**src/rtl/wb_csr_bank.sv**
```systemverilog
// ---------------------------------------------------------------------------
// wb_csr_bank
//
// Parametrised control/status register bank on a pipelined Wishbone slave
// port. It holds one constant version word, a write-1-to-clear interrupt
// status word with an enable mask, N_CTRL read/write control words and
// N_STAT read-only status words. Only one transaction is ever in flight: the
// slave stalls for the single response cycle that follows every accepted
// request.
//
// Word map (word index = local byte address / BYTES):
//   0                  VERSION      read-only constant
//   1                  IRQ_STATUS   write-1-to-clear, set by i_irq_event
//   2                  IRQ_EN       read/write interrupt enable mask
//   3 .. 3+N_CTRL-1    CTRL         read/write control words
//   next N_STAT words  STAT         read-only, sampled from i_stat
//
// Ports:
//   i_clk, i_rst_n          clock, asynchronous active-low reset
//   i_wb_cyc, i_wb_stb      Wishbone cycle and request strobe
//   o_wb_stall              request not accepted this cycle
//   i_wb_adr                byte address
//   i_wb_we                 1 = write
//   i_wb_dat, i_wb_sel      write data and byte-lane enables
//   o_wb_ack, o_wb_err      one-cycle completion pulses
//   o_wb_rty                never asserted
//   o_wb_dat                read data, valid with ack/err
//   o_ctrl                  control words, word k at [k*DATA_WIDTH +: DATA_WIDTH]
//   i_stat                  status words, word k at [k*DATA_WIDTH +: DATA_WIDTH]
//   i_irq_event             per-bit set pulses into IRQ_STATUS
//   o_irq                   registered |(IRQ_STATUS & IRQ_EN)
// ---------------------------------------------------------------------------
`timescale 1ns/1ps

module wb_csr_bank #(
   parameter int                    ADDRESS_WIDTH     = 8,
   parameter int                    DATA_WIDTH        = 8,
   parameter longint unsigned       BASE_ADDRESS      = 0,
   parameter int                    LOCAL_AW          = 6,
   parameter int                    N_CTRL            = 4,
   parameter int                    N_STAT            = 4,
   parameter int                    ERROR_STATUS      = 0,
   parameter logic [DATA_WIDTH-1:0] DEFAULT_READ_DATA = '0,
   parameter logic [DATA_WIDTH-1:0] VERSION           = '0
) (
   input  logic                         i_clk,
   input  logic                         i_rst_n,
   input  logic                         i_wb_cyc,
   input  logic                         i_wb_stb,
   output logic                         o_wb_stall,
   input  logic [ADDRESS_WIDTH-1:0]     i_wb_adr,
   input  logic                         i_wb_we,
   input  logic [DATA_WIDTH-1:0]        i_wb_dat,
   input  logic [DATA_WIDTH/8-1:0]      i_wb_sel,
   output logic                         o_wb_ack,
   output logic                         o_wb_err,
   output logic                         o_wb_rty,
   output logic [DATA_WIDTH-1:0]        o_wb_dat,
   output logic [N_CTRL*DATA_WIDTH-1:0] o_ctrl,
   input  logic [N_STAT*DATA_WIDTH-1:0] i_stat,
   input  logic [DATA_WIDTH-1:0]        i_irq_event,
   output logic                         o_irq
);

   localparam int          BYTES        = DATA_WIDTH / 8;
   localparam int          ALIGN_BITS   = $clog2(BYTES);
   localparam logic [63:0] C_BASE       = BASE_ADDRESS;
   localparam logic [63:0] C_SPAN       = 64'd1 << LOCAL_AW;
   localparam logic [63:0] C_ALIGN_MASK = 64'(BYTES - 1);
   localparam logic        C_ERR_RESP   = (ERROR_STATUS != 0);

   typedef enum logic {
      S_IDLE,
      S_RESP
   } state_t;

   state_t                r_state;
   logic                  r_ack;
   logic                  r_err;
   logic [DATA_WIDTH-1:0] r_dat;
   logic                  r_irq;
   logic [DATA_WIDTH-1:0] r_irqStatus;
   logic [DATA_WIDTH-1:0] r_irqEn;
   logic [DATA_WIDTH-1:0] r_ctrl [N_CTRL];

   logic [64:0]           w_diff;
   logic [63:0]           w_local;
   logic [63:0]           w_word;
   logic                  w_inRange;
   logic                  w_aligned;
   logic                  w_isVersion;
   logic                  w_isIrqStatus;
   logic                  w_isIrqEn;
   logic [N_CTRL-1:0]     w_ctrlSel;
   logic [N_STAT-1:0]     w_statSel;
   logic                  w_mapped;
   logic                  w_bad;
   logic [DATA_WIDTH-1:0] w_rdData;
   logic [DATA_WIDTH-1:0] w_laneMask;
   logic [DATA_WIDTH-1:0] w_w1cMask;
   logic                  w_accept;
   logic                  w_write;

   // Merge new write data into an existing word, byte lane by byte lane.
   function automatic logic [DATA_WIDTH-1:0] laneMerge(
      input logic [DATA_WIDTH-1:0] oldVal,
      input logic [DATA_WIDTH-1:0] newVal,
      input logic [DATA_WIDTH-1:0] mask
   );
      return (oldVal & ~mask) | (newVal & mask);
   endfunction

   // Address decode. The subtraction is one bit wider than the address so
   // that the borrow tells us the address lies below the bank base; the
   // remaining range, alignment and word checks then work on the local offset.
   always_comb begin
      w_diff        = {1'b0, 64'(i_wb_adr)} - {1'b0, C_BASE};
      w_local       = w_diff[63:0];
      w_inRange     = !w_diff[64] && (w_local < C_SPAN);
      w_aligned     = ((w_local & C_ALIGN_MASK) == 64'd0);
      w_word        = w_local >> ALIGN_BITS;
      w_isVersion   = (w_word == 64'd0);
      w_isIrqStatus = (w_word == 64'd1);
      w_isIrqEn     = (w_word == 64'd2);
      w_ctrlSel     = '0;
      w_statSel     = '0;
      for (int k = 0; k < N_CTRL; k++) begin
         w_ctrlSel[k] = (w_word == 64'(3 + k));
      end
      for (int k = 0; k < N_STAT; k++) begin
         w_statSel[k] = (w_word == 64'(3 + N_CTRL + k));
      end
      w_mapped = w_isVersion | w_isIrqStatus | w_isIrqEn | (|w_ctrlSel) | (|w_statSel);
      w_bad    = !w_inRange || !w_aligned || !w_mapped ||
                 (i_wb_we && (w_isVersion || (|w_statSel)));
   end

   // Read multiplexer. Selects are one-hot for a good access, so OR-ing the
   // gated words is enough; a bad access never uses this value.
   always_comb begin
      w_rdData = '0;
      if (w_isVersion) begin
         w_rdData = w_rdData | VERSION;
      end
      if (w_isIrqStatus) begin
         w_rdData = w_rdData | r_irqStatus;
      end
      if (w_isIrqEn) begin
         w_rdData = w_rdData | r_irqEn;
      end
      for (int k = 0; k < N_CTRL; k++) begin
         if (w_ctrlSel[k]) begin
            w_rdData = w_rdData | r_ctrl[k];
         end
      end
      for (int k = 0; k < N_STAT; k++) begin
         if (w_statSel[k]) begin
            w_rdData = w_rdData | i_stat[k*DATA_WIDTH +: DATA_WIDTH];
         end
      end
   end

   // Expand the byte enables into a bit mask and derive the write-1-to-clear
   // mask; the clear mask is only live on a good write to IRQ_STATUS.
   always_comb begin
      w_laneMask = '0;
      for (int b = 0; b < BYTES; b++) begin
         w_laneMask[b*8 +: 8] = {8{i_wb_sel[b]}};
      end
      w_accept  = i_wb_cyc && i_wb_stb && (r_state == S_IDLE);
      w_write   = w_accept && i_wb_we && !w_bad;
      w_w1cMask = (w_write && w_isIrqStatus) ? (i_wb_dat & w_laneMask) : '0;
   end

   // Bus handshake FSM. A request is accepted only in IDLE; the response is
   // registered at acceptance and presented during the single RESP cycle,
   // which also holds the stall. Good writes return zero data.
   always_ff @(posedge i_clk or negedge i_rst_n) begin
      if (!i_rst_n) begin
         r_state <= S_IDLE;
         r_ack   <= 1'b0;
         r_err   <= 1'b0;
         r_dat   <= '0;
      end else begin
         case (r_state)
            S_IDLE: begin
               r_ack <= 1'b0;
               r_err <= 1'b0;
               if (w_accept) begin
                  r_state <= S_RESP;
                  if (w_bad) begin
                     r_dat <= DEFAULT_READ_DATA;
                     r_ack <= !C_ERR_RESP;
                     r_err <= C_ERR_RESP;
                  end else begin
                     r_dat <= i_wb_we ? '0 : w_rdData;
                     r_ack <= 1'b1;
                     r_err <= 1'b0;
                  end
               end
            end
            S_RESP: begin
               r_state <= S_IDLE;
               r_ack   <= 1'b0;
               r_err   <= 1'b0;
            end
            default: begin
               r_state <= S_IDLE;
               r_ack   <= 1'b0;
               r_err   <= 1'b0;
            end
         endcase
      end
   end

   // Register file. Writes land on the acceptance edge, so an accepted write
   // survives a master that drops cyc before its ack. Interrupt events are
   // OR-ed in after the clear so a simultaneous set wins. o_irq is a
   // registered view of the masked status, one cycle behind it.
   always_ff @(posedge i_clk or negedge i_rst_n) begin
      if (!i_rst_n) begin
         r_irqStatus <= '0;
         r_irqEn     <= '0;
         r_irq       <= 1'b0;
         for (int k = 0; k < N_CTRL; k++) begin
            r_ctrl[k] <= '0;
         end
      end else begin
         r_irqStatus <= (r_irqStatus & ~w_w1cMask) | i_irq_event;
         r_irq       <= |(r_irqStatus & r_irqEn);
         if (w_write && w_isIrqEn) begin
            r_irqEn <= laneMerge(r_irqEn, i_wb_dat, w_laneMask);
         end
         for (int k = 0; k < N_CTRL; k++) begin
            if (w_write && w_ctrlSel[k]) begin
               r_ctrl[k] <= laneMerge(r_ctrl[k], i_wb_dat, w_laneMask);
            end
         end
      end
   end

   // A completion is withheld if the master has abandoned the cycle.
   assign o_wb_ack   = r_ack && i_wb_cyc;
   assign o_wb_err   = r_err && i_wb_cyc;
   assign o_wb_rty   = 1'b0;
   assign o_wb_stall = (r_state == S_RESP);
   assign o_wb_dat   = r_dat;
   assign o_irq      = r_irq;

   for (genvar g = 0; g < N_CTRL; g++) begin : g_ctrlOut
      assign o_ctrl[g*DATA_WIDTH +: DATA_WIDTH] = r_ctrl[g];
   end

endmodule

```
**config.mk**
```make
export PLATFORM = sky130hd
export DESIGN_NAME = wb_csr_bank
export DESIGN_NICKNAME = d
export VERILOG_FILES = /design/src/rtl/wb_csr_bank.sv
export SDC_FILE = /design/constraint.sdc
export NUM_CORES = 1
export LEC_CHECK = 0
export ABC_AREA = 1
export BUFFER_PORTS_ARGS = -buffer_cell sky130_fd_sc_hd__buf_2
export CORE_UTILIZATION = 45
export DETAILED_ROUTE_END_ITERATION = 12
export HOLD_SLACK_MARGIN = 0.1
export PLACE_DENSITY = 0.72
export SETUP_SLACK_MARGIN = 0.2
export SYNTH_ARGS = -nofsm -noshare
export SYNTH_HDL_FRONTEND = slang
export SYNTH_SLANG_ARGS = --single-unit
export TNS_END_PERCENT = 5
```
**constraint.sdc**
```tcl
create_clock -name i_clk -period 1.9 [get_ports i_clk]
set_input_delay 0.095 -clock i_clk [delete_from_list [all_inputs] [get_ports i_clk]]
set_output_delay 0.095 -clock i_clk [all_outputs]
set_load 0.03 [all_outputs]
```
==> out/results.ini, run 1 <==
[global_routing]
antenna_found_initial=0
grt_use_total_pct=29.6
grt_overflow_total=0
grt_max_degree=59
grt_first_pass_wirelength_um=17000
grt_pass1_vias=3311

[synthesis]
yosys_most_used_dff=dfrtp_1
ys_warn_count=0
synth_cells=477
synth_edf_count=0
yosys-top-cells-area=dfrtp_1, nand2_1, nand3_1, nor2_1, inv_1
yosys-top-cells-count=nand2_1, nand3_1, dfrtp_1
synthDominantCellAreaShare_pct=42.3
synth_top_area_cell=dfrtp_1
yosysMostFrequentCell=nand2_1
ys_ff_latch=58
synth_cell_types=28
ys_seq_area_share_pct=42.3
postSynthAreaPerCell_um2=7.20
synth_area_um2=3430
async_flop_share_pct=100

[drt]
vias=3647
ant_nets=0
drc_errors=0
viasPerCell=5.09
initialDrtViolationCount=289
wl_per_cell_um=15.1
wirelength_um=10800
drtPass1Iterations=5

[clock_network]
ctsLongestPathBuffers=2
cts-root-buf=clkbuf_8
clkTransAtPathRegs_ps=70
cts_resized=0
clock_sinks=58
cts_setup_buffers=0
cts_buffers=9
cts_tree=built
clk_latency_ps=340
htreeDepth=3

[sta]
worst_pin_slew_ps=584
max_clock_freq_ghz=0.620
hold_viol_final=0
finalSetupTns_ps=0
fin_skew_ps=10.8
rsz0062_at_grt=yes
timing.final.crit_share_pct=85.0
slew_headroom_pct=60.8
period_needed_ps=1610
holdWs_ps=171
finalSetupViolCount=0
final-max-slew-violation-count=0

[job]
maxCapViolCount=0

[floorplanning]
core_area_um2=7330
num_rows=31
pin_count=107
fp.dieH_um=89.4
start_util_pct=46.9
die_area_um2=7990
die_x_um=89.4

[setup_path]
required_ps=2170
startpoint_type=flop
cp.arrival_ps=1890
cp-end-kind=flop
r2r-start=r_ack$_DFF_PN0_
critPathKind=flop to flop
crit_start=r_ack$_DFF_PN0_
cp_max_fo=8

[pwr]
p_per_area_nw_per_um2=585
leakagePower_uw=0.00277
ir_drop_uv=303

[place]
place.gp.congestion=0.911
dp_hpwl_um=8100
io_buffers=104

[layout]
nNetsFinal=675
final_util_pct=61.4
syn_to_final_growth_pct=31.0
drive_gt1_share_pct=28.3
n_antenna_cell=0

[min_path]
min_path_type=input pin to flop
hp-start=i_stat[24]

[outcome]
status=complete, no violations

-- what timing repair did --
action / 4_1_cts / 5_1_grt
endpoints found under the hold margin: 96 / 1
endpoints found under the setup margin: 0 / 22
hold buffers: 16 / 1
-- metal layers --
| layer | vias up | routed length [um] | global-route usage, % |
|---|---|---|---|
| met3 | 24 | 829 | 5.08 |
| met2 | 196 | 4910 | 45.5 |
| met1 | 1664 | 4870 | 41.9 |
| met4 | 0 | 237 | 10.8 |
| met5 | - | 0 | 0 |
| li1 | 1763 | - | - |
-- cells by family after synthesis --
group	share of synthesized area (%)
simple gates	48.4
flops	42.3
buf+inv	6.63
compound gates	2.62
other cells	0.109
-- layout by cell type, fill, tap and decap left out, drive strengths merged --
| cell type | synthesis | routed |
|---|---|---|
| buf | 6 | 116 |
| dlygate4sd3 | 0 | 17 |
| nor3 | 2 | 2 |
| a21oi | 2 | 2 |
| nand3 | 67 | 67 |
| clkinvlp | 0 | 1 |
| dfrtp | 58 | 58 |
| nand4 | 8 | 8 |
| o21ai | 5 | 5 |
| conb | 1 | 2 |
| a221oi | 2 | 2 |
| inv | 41 | 41 |
| nor2 | 61 | 61 |
| bufinv | 0 | 1 |
| clkbuf | 3 | 9 |
| nand2 | 218 | 218 |
| or2 | 1 | 1 |
| clkinv | 2 | 7 |
-- final timing paths --
check,slack (ps),endpoint,cells past startpoint
max,290,flop,8
min,170,o_wb_dat[0]$_DFFE_PN0P_,7
max reg2reg,290,flop,8
min reg2reg,480,o_wb_dat[4]$_DFFE_PN0P_,2
max in group asynchronous,1350,async pin,3
min in group asynchronous,270,async pin,3
-- cell type report --
cell class	count	area (um^2)
fillers	690	2830
well taps	99	124
flip-flops and latches	58	1450
inverters	43	164
repair buffers	133	806
clock inverters	7	70.1
clock buffers	9	124
multi-input cells	368	1760
-- per-stage QoR --
stage / cell area [um^2] / instances / power, uW / worst slack (ps)
detailed placement: 4130 / 684 / 1500 / 262
finish: 4500 / 717 / 2630 / 286
global placement: 4130 / 684 / 1500 / 317
CTS: 4490 / 716 / 2640 / 244
global route: 4500 / 717 / 2720 / 169
floorplan: 3440 / 478 / 1350 / 258
-- report_power, final --
group | total, uW | switching, uW | internal [uW]
clock | 1120 | 521 | 602
combinational | 272 | 170 | 102
sequential | 1240 | 1.11 | 1240
-- worst max-delay path, cell delays in order, from the launching register on --
cell     delay [ps]
dfrtp_1         390
nor2_1          130
nand2_1          90
nor2_2          280
nand2_8         180
nor2_8          160
buf_4           200
nand2_2          60
o21ai_2          50
Power figures use the tool's default switching activity.
==> run 2: changes to the inputs <==
Clock period 1.9 ns to 1.5 ns, I/O delays scaled along.
==> run 2 against run 1 <==
  * Worst hold slack lost 86 ps
  * Cell count increased by 2.4%
  * Design area rose by 4.9%
==> out/results.ini, run 2 (synthesis gave the netlist of run 1 again) <==
[sta]
rsz0062_at_grt=yes
max_clock_freq_ghz=0.704  ; +14%
hold_viol_final=0  ; unchanged
setup_ws_ps=79.6  ; -206 ps
finalSetupViolCount=0  ; unchanged
final-max-slew-violation-count=0  ; unchanged
timing.final.crit_share_pct=94.7  ; +9.7 points
finalSetupTns_ps=0  ; unchanged
fin_skew_ps=8.84  ; -1.97 ps
period_needed_ps=1420  ; -194 ps

[pwr]
p_comb_share_pct=9.9  ; -0.4 points
clockPowerShare_pct=46.0  ; +3.3 points
p_seq_share_pct=44.0  ; -3.0 points
ir_drop_uv=456  ; +50%
p_int_uw=2720  ; +40%
leakagePower_uw=0.00289  ; +4.3%
p_per_area_nw_per_um2=755  ; +29%
switching_share_pct=23.6  ; -2.8 points
design_power_total_uw=3560  ; +35%
power_switching_uw=839  ; +21%

[clock_network]
clk_latency_ps=350  ; about the same
ctsLongestPathBuffers=2  ; unchanged
htreeDepth=3  ; unchanged
clock_sinks=58  ; unchanged
cts_buffers=9  ; unchanged
cts-root-buf=clkbuf_8
cts_tree=built
clkTransAtPathRegs_ps=70  ; about the same

[setup_path]
r2r-start=r_ack$_DFF_PN0_
cp-end-kind=flop
rrSetupSlack_ps=80  ; -210 ps
startpoint_type=flop
cp.arrival_ps=1650  ; -240 ps
critPathKind=flop to flop
r2r_cells=8  ; unchanged
cpMaxStageDelayCell=dfrtp_2
critPathMostFrequentCell=nand2_1
path_buf_inv=1  ; unchanged
max_stage_delay_ps=410  ; +20 ps
crit_family=simple AND/OR/NAND/NOR gates
required_ps=1730  ; -440 ps
cp_max_fo=8  ; unchanged
crit_start=r_ack$_DFF_PN0_
crit_chain=nor2_2 > nand2_2 > nor2_4 > nand2_8 > nor2_8 > inv_4 > nand2_1 > nand2_1
cp_num_cells=8  ; unchanged

[drt]
viasPerCell=5.19  ; +2.1%
routed-wl-met2_um=5130  ; +4.6%
vias=3811  ; +4.5%
wl_met3_um=1070  ; +29%
ant_nets=0  ; unchanged
drtPass1Iterations=5  ; unchanged
highest_layer=met4
initialDrtViolationCount=285  ; -1.4%
wl_per_cell_um=15.1  ; +0.20%
wirelength_um=11100  ; +2.6%
drc_errors=0  ; unchanged
drt-met1-wl_um=4490  ; -7.7%

[outcome]
status=complete, no violations

[layout]
nNetsFinal=693  ; +2.7%
syn_to_final_growth_pct=37.4
drive_gt1_share_pct=31.0  ; +2.7 points
final_util_pct=64.4  ; +3.0 points
layout_common_cells=nand2_1, buf_2, nand3_1
multi_input_area_um2=1780  ; +1.0%
n_antenna_cell=0  ; unchanged
fillers=633  ; -8.3%
design_area_um2=4720  ; +4.9%
ff_latch_area_um2=1450  ; about the same
final_common_cell=nand2_1

[global_routing]
grt_overflow_total=0  ; unchanged
grt_use_total_pct=29.4  ; -0.16 points
grt_first_pass_wirelength_um=17000  ; +0.16%
antenna_found_initial=0  ; unchanged
grt_pass1_vias=3543  ; +7.0%
grt_max_degree=59  ; unchanged

[place]
dpl_cell_area_um2=4230  ; +2.4%
dp_hpwl_um=8140  ; +0.54%
pre_cts_slack_ps=24.0  ; -238 ps
place.gp.congestion=0.924  ; +1.4%
io_buffers=104  ; unchanged

[job]
maxCapViolCount=0  ; unchanged

[floorplanning]
start_util_pct=46.9  ; unchanged
fp.dieH_um=89.4  ; unchanged
pin_count=107  ; unchanged
num_rows=31  ; unchanged
die_x_um=89.4  ; unchanged
core_area_um2=7330  ; unchanged
die_area_um2=7990  ; unchanged

[min_path]
min_path_type=input pin to flop

[run 2: area by class of cell]
| cell class | instances | area share (%) |
|---|---|---|
| inverter | 43 | 3.63 |
| timing repair buffer | 151 | 20.7 |
| clock buffer | 13 | 3.37 |
| tap | 99 | 2.63 |
| sequential | 58 | 30.8 |
| multi-input combinational | 368 | 37.7 |
| clock inverter | 2 | 1.27 |
[run 2: worst min-delay path: stages]
cell and delay, ps:
buf_2 180, nand2_1 90, nand2_1 40
[run 2: power by group through the flow]
stage | Sequential, uW | Clock [uW] | Combinational [uW]
2_1_floorplan | 1600 | 0 | 111
3_5_place_dp | 1600 | 0 | 313
3_3_place_gp | 1600 | 0 | 312
5_1_grt | 1570 | 1700 | 385
6_report | 1570 | 1640 | 353
4_1_cts | 1570 | 1650 | 352
[run 2: how the worst min path moves through the flow]
| stage | to | slack [ps] | start | depth (start not counted) |
|---|---|---|---|---|
| floorplan | async pin | -220 | i_rst_n | 0 |
| global placement | async pin | 100 | i_rst_n | 2 |
| detailed placement | async pin | 100 | i_rst_n | 2 |
| CTS | flop | 70 | i_wb_dat[1] | 3 |
| global route | flop | 110 | i_wb_dat[1] | 3 |
| finish | flop | 80 | i_wb_dat[1] | 3 |
[run 2: per-stage QoR]
stage                     cells  hold slack [ps]
final                       734             84.8
after floorplan             478             -221
after global routing        734              109
after global placement      694              101
after detailed placement    694              102
after CTS                   734             70.6
[run 2: repair_timing]
action                                 CTS  global route
hold buffers                            16             0
endpoints found under the hold margin  105             0
resized for setup                        6             4
setup endpoints to repair               56            56
pin swaps                                7             7
buffers inserted                         9             0
[run 2: metal layers]
layer | global-route usage [%] | vias up
li1 | - | 1799
met2 | 46.4 | 218
met4 | 13.6 | 0
met1 | 37.1 | 1749
met5 | 0 | -
met3 | 8.86 | 45
